File: src/rtl/conv2d_out_bram_reader_if.sv
// Bundle of the BRAM port-B read bus and the outgoing feature-map stream
// used by conv2d_out_bram_reader. The master side is the reader itself;
// the slave side is the BRAM plus downstream consumer.
interface conv2d_out_bram_reader_if #(
    parameter int DATA_W = 32,
    parameter int ADDR_W = 32
);
    // BRAM port B
    logic [ADDR_W-1:0] bram_addr;
    logic              bram_en;
    logic [3:0]        bram_we;
    logic [DATA_W-1:0] bram_din;
    logic [DATA_W-1:0] bram_dout;

    // Feature-map stream
    logic [DATA_W-1:0] m_data;
    logic              m_valid;
    logic              m_ready;
    logic [5:0]        m_ch;
    logic              m_last;

    modport master (
        output bram_addr, bram_en, bram_we, bram_din,
        input  bram_dout,
        output m_data, m_valid, m_ch, m_last,
        input  m_ready
    );

    modport slave (
        input  bram_addr, bram_en, bram_we, bram_din,
        output bram_dout,
        input  m_data, m_valid, m_ch, m_last,
        output m_ready
    );
endinterface

File: src/rtl/conv2d_out_bram_reader.sv
// conv2d_out_bram_reader
// Reads the Conv2D_2 output feature map from BRAM port B in channel-major
// order and streams it out through a 2-entry FIFO, tagging channel index and
// end-of-channel. A start/done handshake brackets each full transfer.
//
// Optional feature: define CONV2D_RD_CHKSUM_EN to build a running XOR
// checksum of accepted stream words on the chksum port; without it chksum is
// tied to zero and no accumulator exists.
//
// Read issue rule: a read goes out when (FIFO occupancy + reads in flight
// - words leaving this cycle) < 2, so the FIFO can never overflow yet a
// steady 1 word/clk flow is possible. bram_en depends combinationally on
// m_ready for exactly this reason: it lets the stream restart after a stall
// without a bubble.
module conv2d_out_bram_reader #(
    parameter int DATA_W    = 32,
    parameter int ADDR_W    = 32,
    parameter int NUM_CH    = 64,
    parameter int FMAP_PIX  = 121,
    parameter int BASE_ADDR = 0
) (
    input  logic                 clk,
    input  logic                 rst_n,
    input  logic                 start,
    output logic                 busy,
    output logic                 done,
    output logic [DATA_W-1:0]    chksum,
    conv2d_out_bram_reader_if.master bus
);

    localparam int                PX_W    = (FMAP_PIX > 1) ? $clog2(FMAP_PIX) : 1;
    localparam logic [PX_W-1:0]   PX_LAST = PX_W'(FMAP_PIX - 1);
    localparam logic [5:0]        CH_LAST = 6'(NUM_CH - 1);
    localparam logic [ADDR_W-1:0] BASE    = ADDR_W'(BASE_ADDR);

    typedef enum logic [1:0] {
        S_IDLE  = 2'd0,
        S_READ  = 2'd1,
        S_DRAIN = 2'd2,
        S_FIN   = 2'd3
    } state_t;

    state_t            state_r;
    state_t            state_s;
    logic              busy_r;
    logic              done_r;

    // Read-side counters: next word to fetch
    logic [PX_W-1:0]   px_r;
    logic [5:0]        ch_r;
    logic [ADDR_W-1:0] addr_r;

    // Tags of the read whose data is on bram_dout this cycle
    logic              pend_r;
    logic [5:0]        pend_ch_r;
    logic              pend_last_r;

    // 2-entry output FIFO
    logic [DATA_W-1:0] fifo_data_r [2];
    logic [5:0]        fifo_ch_r   [2];
    logic              fifo_last_r [2];
    logic              wr_ptr_r;
    logic              rd_ptr_r;
    logic [1:0]        occ_r;

    logic              start_ok_s;
    logic              pop_s;
    logic              push_s;
    logic              room_s;
    logic              issue_s;
    logic              final_s;

    assign start_ok_s = (state_r == S_IDLE) && start;
    assign pop_s      = (occ_r != 2'd0) && bus.m_ready;
    assign push_s     = pend_r;
    assign room_s     = ({1'b0, occ_r} + {2'b00, pend_r}) < (3'd2 + {2'b00, pop_s});
    assign issue_s    = (state_r == S_READ) && room_s;
    assign final_s    = (ch_r == CH_LAST) && (px_r == PX_LAST);

    // Next-state selection for the transfer sequencer
    always_comb begin
        state_s = state_r;
        case (state_r)
            S_IDLE: begin
                if (start) begin
                    state_s = S_READ;
                end else begin
                    state_s = S_IDLE;
                end
            end
            S_READ: begin
                if (issue_s && final_s) begin
                    state_s = S_DRAIN;
                end else begin
                    state_s = S_READ;
                end
            end
            S_DRAIN: begin
                if ((occ_r == 2'd0) && !pend_r) begin
                    state_s = S_FIN;
                end else begin
                    state_s = S_DRAIN;
                end
            end
            S_FIN: begin
                state_s = S_IDLE;
            end
            default: begin
                state_s = S_IDLE;
            end
        endcase
    end

    // State register with registered busy/done decodes
    always_ff @(posedge clk or negedge rst_n) begin
        if (!rst_n) begin
            state_r <= S_IDLE;
            busy_r  <= 1'b0;
            done_r  <= 1'b0;
        end else begin
            state_r <= state_s;
            busy_r  <= (state_s != S_IDLE);
            done_r  <= (state_s == S_FIN);
        end
    end

    // Pixel/channel/address counters for the next read to issue
    always_ff @(posedge clk or negedge rst_n) begin
        if (!rst_n) begin
            px_r   <= '0;
            ch_r   <= 6'd0;
            addr_r <= BASE;
        end else if (start_ok_s) begin
            px_r   <= '0;
            ch_r   <= 6'd0;
            addr_r <= BASE;
        end else if (issue_s) begin
            addr_r <= addr_r + ADDR_W'(4);
            if (px_r == PX_LAST) begin
                px_r <= '0;
                ch_r <= (ch_r == CH_LAST) ? 6'd0 : (ch_r + 6'd1);
            end else begin
                px_r <= px_r + PX_W'(1);
            end
        end else if (state_r == S_FIN) begin
            addr_r <= BASE;
        end
    end

    // Track the read in flight across the one-cycle BRAM latency
    always_ff @(posedge clk or negedge rst_n) begin
        if (!rst_n) begin
            pend_r      <= 1'b0;
            pend_ch_r   <= 6'd0;
            pend_last_r <= 1'b0;
        end else begin
            pend_r <= issue_s;
            if (issue_s) begin
                pend_ch_r   <= ch_r;
                pend_last_r <= (px_r == PX_LAST);
            end
        end
    end

    // Output FIFO storage, pointers and occupancy
    always_ff @(posedge clk or negedge rst_n) begin
        if (!rst_n) begin
            for (int i = 0; i < 2; i++) begin
                fifo_data_r[i] <= '0;
                fifo_ch_r[i]   <= 6'd0;
                fifo_last_r[i] <= 1'b0;
            end
            wr_ptr_r <= 1'b0;
            rd_ptr_r <= 1'b0;
            occ_r    <= 2'd0;
        end else begin
            if (push_s) begin
                fifo_data_r[wr_ptr_r] <= bus.bram_dout;
                fifo_ch_r[wr_ptr_r]   <= pend_ch_r;
                fifo_last_r[wr_ptr_r] <= pend_last_r;
                wr_ptr_r              <= ~wr_ptr_r;
            end
            if (pop_s) begin
                rd_ptr_r <= ~rd_ptr_r;
            end
            case ({push_s, pop_s})
                2'b10:   occ_r <= occ_r + 2'd1;
                2'b01:   occ_r <= occ_r - 2'd1;
                default: occ_r <= occ_r;
            endcase
        end
    end

`ifdef CONV2D_RD_CHKSUM_EN
    logic [DATA_W-1:0] chksum_r;

    // XOR accumulator over accepted stream words, cleared on each start
    always_ff @(posedge clk or negedge rst_n) begin
        if (!rst_n) begin
            chksum_r <= '0;
        end else if (start_ok_s) begin
            chksum_r <= '0;
        end else if (pop_s) begin
            chksum_r <= chksum_r ^ fifo_data_r[rd_ptr_r];
        end
    end

    assign chksum = chksum_r;
`else
    assign chksum = '0;
`endif

    assign busy          = busy_r;
    assign done          = done_r;
    assign bus.bram_addr = addr_r;
    assign bus.bram_en   = issue_s;
    assign bus.bram_we   = 4'b0000;
    assign bus.bram_din  = '0;
    assign bus.m_valid   = (occ_r != 2'd0);
    assign bus.m_data    = fifo_data_r[rd_ptr_r];
    assign bus.m_ch      = fifo_ch_r[rd_ptr_r];
    assign bus.m_last    = fifo_last_r[rd_ptr_r];

endmodule

File: src/flat_wrapper.sv
// flat-port wrapper written by rule: the top's interface ports become plain ports
module conv2d_out_bram_reader_flat 
#(
    parameter int DATA_W    = 32,
    parameter int ADDR_W    = 32,
    parameter int NUM_CH    = 64,
    parameter int FMAP_PIX  = 121,
    parameter int BASE_ADDR = 0
)
  (clk, rst_n, start, busy, done, chksum, bus_bram_addr, bus_bram_en, bus_bram_we, bus_bram_din, bus_bram_dout, bus_m_data, bus_m_valid, bus_m_ch, bus_m_last, bus_m_ready);
  conv2d_out_bram_reader_if #(.DATA_W(DATA_W), .ADDR_W(ADDR_W)) bus_i ();
  input  logic clk;
  input  logic rst_n;
  input  logic start;
  output logic busy;
  output logic done;
  output logic [DATA_W-1:0] chksum;
  output wire logic [$bits(bus_i.bram_addr)-1:0] bus_bram_addr;
  output wire logic [$bits(bus_i.bram_en)-1:0] bus_bram_en;
  output wire logic [$bits(bus_i.bram_we)-1:0] bus_bram_we;
  output wire logic [$bits(bus_i.bram_din)-1:0] bus_bram_din;
  input wire logic [$bits(bus_i.bram_dout)-1:0] bus_bram_dout;
  output wire logic [$bits(bus_i.m_data)-1:0] bus_m_data;
  output wire logic [$bits(bus_i.m_valid)-1:0] bus_m_valid;
  output wire logic [$bits(bus_i.m_ch)-1:0] bus_m_ch;
  output wire logic [$bits(bus_i.m_last)-1:0] bus_m_last;
  input wire logic [$bits(bus_i.m_ready)-1:0] bus_m_ready;
  assign bus_bram_addr = bus_i.bram_addr;
  assign bus_bram_en = bus_i.bram_en;
  assign bus_bram_we = bus_i.bram_we;
  assign bus_bram_din = bus_i.bram_din;
  assign bus_i.bram_dout = bus_bram_dout;
  assign bus_m_data = bus_i.m_data;
  assign bus_m_valid = bus_i.m_valid;
  assign bus_m_ch = bus_i.m_ch;
  assign bus_m_last = bus_i.m_last;
  assign bus_i.m_ready = bus_m_ready;
  conv2d_out_bram_reader #(.DATA_W(DATA_W), .ADDR_W(ADDR_W), .NUM_CH(NUM_CH), .FMAP_PIX(FMAP_PIX), .BASE_ADDR(BASE_ADDR)) u_core (.clk(clk), .rst_n(rst_n), .start(start), .busy(busy), .done(done), .chksum(chksum), .bus(bus_i));
endmodule
File: config.mk
export PLATFORM = sky130hd
export DESIGN_NAME = conv2d_out_bram_reader_flat
export DESIGN_NICKNAME = d
export VERILOG_FILES = /design/src/rtl/conv2d_out_bram_reader_if.sv /design/src/rtl/conv2d_out_bram_reader.sv /design/src/flat_wrapper.sv
export SDC_FILE = /design/constraint.sdc
export NUM_CORES = 1
export LEC_CHECK = 0
export ABC_AREA = 1
export ABC_CLOCK_PERIOD_IN_PS = 1800
export CORE_MARGIN = 3
export CORE_UTILIZATION = 58
export DETAILED_ROUTE_END_ITERATION = 12
export DONT_BUFFER_PORTS = 1
export PLACE_DENSITY = 0.75
export SLEW_MARGIN = 10
export SYNTH_ARGS = -nofsm -noshare
export SYNTH_HDL_FRONTEND = slang
export SYNTH_SLANG_ARGS = --single-unit
File: constraint.sdc
create_clock -name clk -period 1.8 [get_ports clk]
set_input_delay 0.36 -clock clk [delete_from_list [all_inputs] [get_ports clk]]
set_output_delay 0.36 -clock clk [all_outputs]
set_load 0.01 [all_outputs]
==> flow_summary.toml, run 1 <==
[layout]
final_cells = 1183
antenna_cells = 0
drive_gt1_share_pct = 8.77
nNetsFinal = 1046
syn_to_final_growth_pct = 12.9

[placed_design]
place_inst = 1140
port_buffers = 0
gp_congestion = 0.894
hpwlAfterDp_um = 10600

[clock_tree]
numClockSinks = 137
cts-root-buf = "clkbuf_16"
cts_buffers = 17
cts_max_level = 4
clkTransAtPathRegs_ps = 60
cts_buffer_depth = 2
tritoncts = "yes"
insertion_delay_ps = 420

[die]
coreArea_um2 = 12200
io_pins = 179
dieArea_um2 = 14000
die_h_um = 119
row_count = 40
die_w_um = 119
initial_utilization_pct = 60.1

[flow_run]
max_cap_violations = 0

[detailed_routing]
drt-initial-drc-count = 642
firstDrtPassIters = 5
viasPerCell = 5.21
vias = 6165
remaining_drc_errors = 0
post_drt_wl_per_cell_um = 14.8
ant_nets = 0
wirelength_um = 17500

[power]
cellLeakagePower_nw = 4.23
powerDensity_nw_per_um2 = 1890
peakVddDrop_v = 0.000841

[setup_path]
cp-start-kind = "flop"
critPathMaxFanout = 7
crit_arrival_ps = 1610
rrSetupSlack_ps = -80
worst_path_max_delay_cell = "dfrtp_1"
startpoint = "u_core.occ_r[0]"
cp_cell_sequence = "ha_2 -> ha_4 -> nor2_4 -> a21boi_4 -> buf_12"
crit_type = "reg -> out"
cp-end-kind = "primary output"
max_stage_delay_ps = 380
crit_required_ps = 1440
timing.rr.start = "u_core.occ_r[0]"

[run_status]
run_status = "complete, but fails checks"
violations = "hold timing, setup timing"

[grt]
grt_pass1_vias = 5559
antenna_found_initial = 0
overflow = 0
grt_max_degree = 138
grt_pass1_wl_um = 27200
track_usage_pct = 23.9

[timing]
max_freq_ghz = 0.507
rsz0062_at_grt = "true"
fin_crit_sh_pct = 109
worst_hold_slack_ps = -366
setup_viol = 5
skew_ps = 7.42
worst_slack_ps = -171
hold_violations = 137
fin_crit_ps = 1970
slew_viol_final = 0

[logic_synthesis]
yosysWarnings = 0
syn_area_per_cell_um2 = 7.44
synth_cell_types = 29
synthTopCellsByArea = "dfrtp_1 (47%), nand2_1 (19%), buf_4 (7.4%)"
netlist_instances = 987
synthDominantCellAreaShare_pct = 46.7
synth_seq_cells = 137
netlist_area_um2 = 7340
yosysSeqAreaShare_pct = 46.7
yosysTopAreaCell = "dfrtp_1"

[worst_hold_path]
worstHoldPathType = "in -> async"
[stage by stage]
step                util (%)  TNS [ps]  total power [mW]  instance area [µm²]  worst slack (ps)
CTS                     66.6     -2610              14.6                 8130              -185
detailed placement      60.2         0              10.2                 7350              90.2
global placement        60.2         0              10.0                 7350               160
finish                  67.8      -310              15.6                 8290              -171
floorplan                  -         0              8.81                 7600              26.4
global route            67.8     -1590              16.6                 8290              -223
[power by group]
part           internal (mW)  total, mW  switching, mW  leakage [nW]
Clock                   2.28       3.60           1.32         0.296
Combinational           2.98       7.11           4.13          2.17
Sequential              4.18       4.91          0.736          1.76
Total                   9.44       15.6           6.18          4.23
[critical path, delay by kind of cell (launching register included)]
kind | cells | cell delay (ps)
AND/OR/NAND/NOR | 1 | 80
buffers and inverters | 1 | 150
flip-flops | 1 | 380
AO/OA/AOI/OAI | 1 | 210
adder cells (fa/ha/maj) | 2 | 360
[cell usage after synthesis (all sizes together)]
| library cell | n |
|---|---|
| nor2 | 65 |
| o21bai | 3 |
| xor2 | 3 |
| buf | 82 |
| nand3b | 1 |
| a21boi | 1 |
| o21ai | 102 |
| dfrtp | 137 |
| nor3 | 3 |
| ha | 7 |
| a21oi | 2 |
| nand4 | 5 |
| clkbuf | 25 |
| inv | 91 |
| conb | 1 |
| nand3 | 87 |
| or2 | 5 |
| nand2 | 363 |
| xnor2 | 4 |
[routing by layer]
| metal | track usage [%] | routed length [µm] | share of wire (%) |
|---|---|---|---|
| met5 | 0 | 0 | 0 |
| met4 | 8.76 | 444 | 2.5 |
| met3 | 6.75 | 1350 | 7.7 |
| met1 | 32.4 | 7390 | 42 |
| met2 | 37.1 | 8320 | 48 |
[registers in the layout, indices dropped and copies added (netlist names), 2 cells and up]
name / flops
u_core.fifo_data_r: 64
u_core.bus.bram_addr: 30
u_core.fifo_ch_r: 12
u_core.px_r: 7
u_core.ch_r: 6
u_core.pend_ch_r: 6
u_core.fifo_last_r: 2
u_core.occ_r: 2
u_core.state_r: 2
[final timing paths]
kind	end	cells after the start
setup / recovery	bus_bram_en	5
min in group clk	u_core.fifo_data_r[53]	2
max in group asynchronous	u_core.bus.bram_addr[2]	0
hold reg to reg	u_core.fifo_data_r[53]	2
hold / removal	u_core.fifo_data_r[56]	0
setup reg to reg	u_core.px_r[6]	10
[area by class of cell]
cell class                      count  area (µm²)
Fill cell                        1019        3930
Sequential cell                   137        3430
Multi-Input combinational cell    721        3190
Timing Repair Buffer               35         497
Clock buffer                       21         470
Inverter                           91         344
Tap cell                          168         210
Clock inverter                     10         141
[cell families after synthesis]
group / after synthesis / share of synthesized area [%]
AO/OA/AOI/OAI: 108 / 7.60
XOR/XNOR: 7 / 0.835
adder cells (fa/ha/maj): 7 / 1.19
buffers and inverters: 198 / 14.3
flip-flops: 137 / 46.7
other: 1 / 0.0511
AND/OR/NAND/NOR: 529 / 29.3
[cell usage in the layout (no fill, tap or decap), drive strengths merged, types with 2 or more instances in the layout]
cell type and n:
nand2 363, dfrtp 137, o21ai 102, inv 92
nand3 87, conb 70, nor2 65, buf 30
clkbuf 25, ha 7, nand4 5, or2 5
xnor2 4, clkinv 4, xor2 3, o21bai 3
bufinv 3, nor3 3, clkinvlp 2, a21oi 2
[timing repair]
action                                 in CTS  in global routing
endpoints found under the hold margin     137                137
gates resized for setup                    13                 26
buffers inserted                            6                  2
pin swaps                                   3                  3
cloned                                      3                  4
setup endpoints to repair                   3                 58
Power figures use the tool's default switching activity.
==> run 2: changes to the inputs <==
PLACE_DENSITY = 0.82   (was 0.75)
==> flow_summary.toml, run 2 (synthesized netlist as in run 1, its figures left out) <==
[run_status]
run_status = "complete, but fails checks"
violations = "hold timing, setup timing"

[layout]
largest-register = "u_core.fifo_data_r"
nFillCells = 1002
syn_to_final_growth_pct = 11.2
fin_util_pct = 66.8
nNetsFinal = 1042
antenna_cells = 0
layout_commonest_cell = "nand2_1"
drive_gt1_share_pct = 9.11
final_cell_mix = "nand2_1 (351), dfrtp_1 (135), o21ai_0 (93)"
largest_reg_flops = 64

[detailed_routing]
vias = 6079
wirelength_um = 16700
drt-initial-drc-count = 814
viasPerCell = 5.16
ant_nets = 0
firstDrtPassIters = 7
post_drt_wl_per_cell_um = 14.2
remaining_drc_errors = 0

[clock_tree]
cts-root-buf = "clkbuf_16"
clkTransAtPathRegs_ps = 60
cts_buffers = 17
cts_max_level = 4
insertion_delay_ps = 430
numClockSinks = 137
tritoncts = "yes"
cts_buffer_depth = 2

[die]
die_h_um = 119
die_w_um = 119
dieArea_um2 = 14000
row_count = 40
initial_utilization_pct = 60.1
coreArea_um2 = 12200
io_pins = 179

[setup_path]
cp-end-kind = "primary output"
crit_required_ps = 1440
cp-start-kind = "flop"
crit_arrival_ps = 1620
crit_type = "reg -> out"
critPathMaxFanout = 5

[timing]
slew_viol_final = 0
worst_slack_ps = -184
worst_hold_slack_ps = -365
skew_ps = 9.79
fin_crit_ps = 1980
setup_viol = 9
hold_violations = 137
rsz0062_at_grt = "true"
fin_crit_sh_pct = 110
max_freq_ghz = 0.504

[grt]
grt_pass1_vias = 5779
antenna_found_initial = 0
overflow = 0
grt_pass1_wl_um = 28200
grt_max_degree = 138
track_usage_pct = 24.7

[flow_run]
max_cap_violations = 0

[power]
power_mw = 14.8
peakVddDrop_v = 0.00152
powerDensity_nw_per_um2 = 1810
cellLeakagePower_nw = 4.16

[placed_design]
port_buffers = 0
gp_congestion = 0.919
pre_cts_slack_ps = 39.9
hpwlAfterDp_um = 10900

[worst_hold_path]
worstHoldPathType = "in -> async"
==> run 2: cell types whose count changed in the layout (fill, tap and decap cells not counted), moves of 2 or more <==
cell        before  now
nand2_2          2   12
nand2_1        358  351
o21ai_0         86   93
o21ai_1         16    9
clkbuf_16       21   18
clkinvlp_4       2    5
clkbuf_8         3    1
nand2_4          2    0
nor2_2           3    1
nor2_4           1    3
==> run 2: per-layer routing <==
layer / share of wire [%] / up-vias / GRT usage (%)
met1: 42 / 2819 / 32.5
met3: 8.0 / 43 / 7.75
li1: - / 2976 / -
met2: 48 / 241 / 38.4
met4: 2.2 / 0 / 9.56
met5: 0 / - / 0
==> run 2: power breakdown <==
part / total, mW / internal (mW) / switching, mW
clock network: 3.38 / 2.06 / 1.32
logic: 6.45 / 2.63 / 3.82
registers: 4.95 / 4.18 / 0.774
total: 14.8 / 8.87 / 5.92
==> run 2: worst max-delay path: stages (launching register included) <==
cell and delay (ps):
dfrtp_1 390, ha_2 200, ha_4 160, nor2_4 90, a21boi_4 210, buf_12 150
==> run 2: path summary, 6_finish.rpt <==
| kind | startpoint | endpoint | slack [ps] | cells after the start |
|---|---|---|---|---|
| setup / recovery | u_core.pend_r | bus_bram_en | -180 | 5 |
| hold / removal | rst_n | u_core.fifo_data_r[57] | -360 | 0 |
| setup reg to reg | u_core.pend_r | u_core.bus.bram_addr[21] | -80 | 10 |
| hold reg to reg | u_core.fifo_ch_r[10] | u_core.fifo_ch_r[10] | 480 | 2 |
| max in group asynchronous | rst_n | u_core.occ_r[1] | 1980 | 0 |
| min in group clk | bus_bram_dout[7] | u_core.fifo_data_r[7] | 100 | 2 |
==> run 2: final cells by class <==
class,count,area [µm²],area share [%]
well taps,168,210,2.58
inverters,91,344,4.22
clock inverters,11,125,1.53
repair buffers,31,419,5.14
flip-flops and latches,137,3430,42.0
clock buffers,19,443,5.43
multi-input cells,721,3190,39.1
==> run 2: timing repair <==
action	in CTS	in global routing
gates resized for setup	17	13
gates cloned	3	1
buffers inserted	3	1
hold endpoints to repair	137	137
setup endpoints to repair	2	25
pin swaps	3	0
==> run 2: stage by stage <==
step / area (µm²) / cells / setup TNS [ps]
after floorplan: 7600 / 1056 / 0
after global placement: 7370 / 1140 / 0
after detailed placement: 7370 / 1140 / 0
after CTS: 8100 / 1176 / -180
after global routing: 8160 / 1178 / -1850
final: 8160 / 1178 / -699
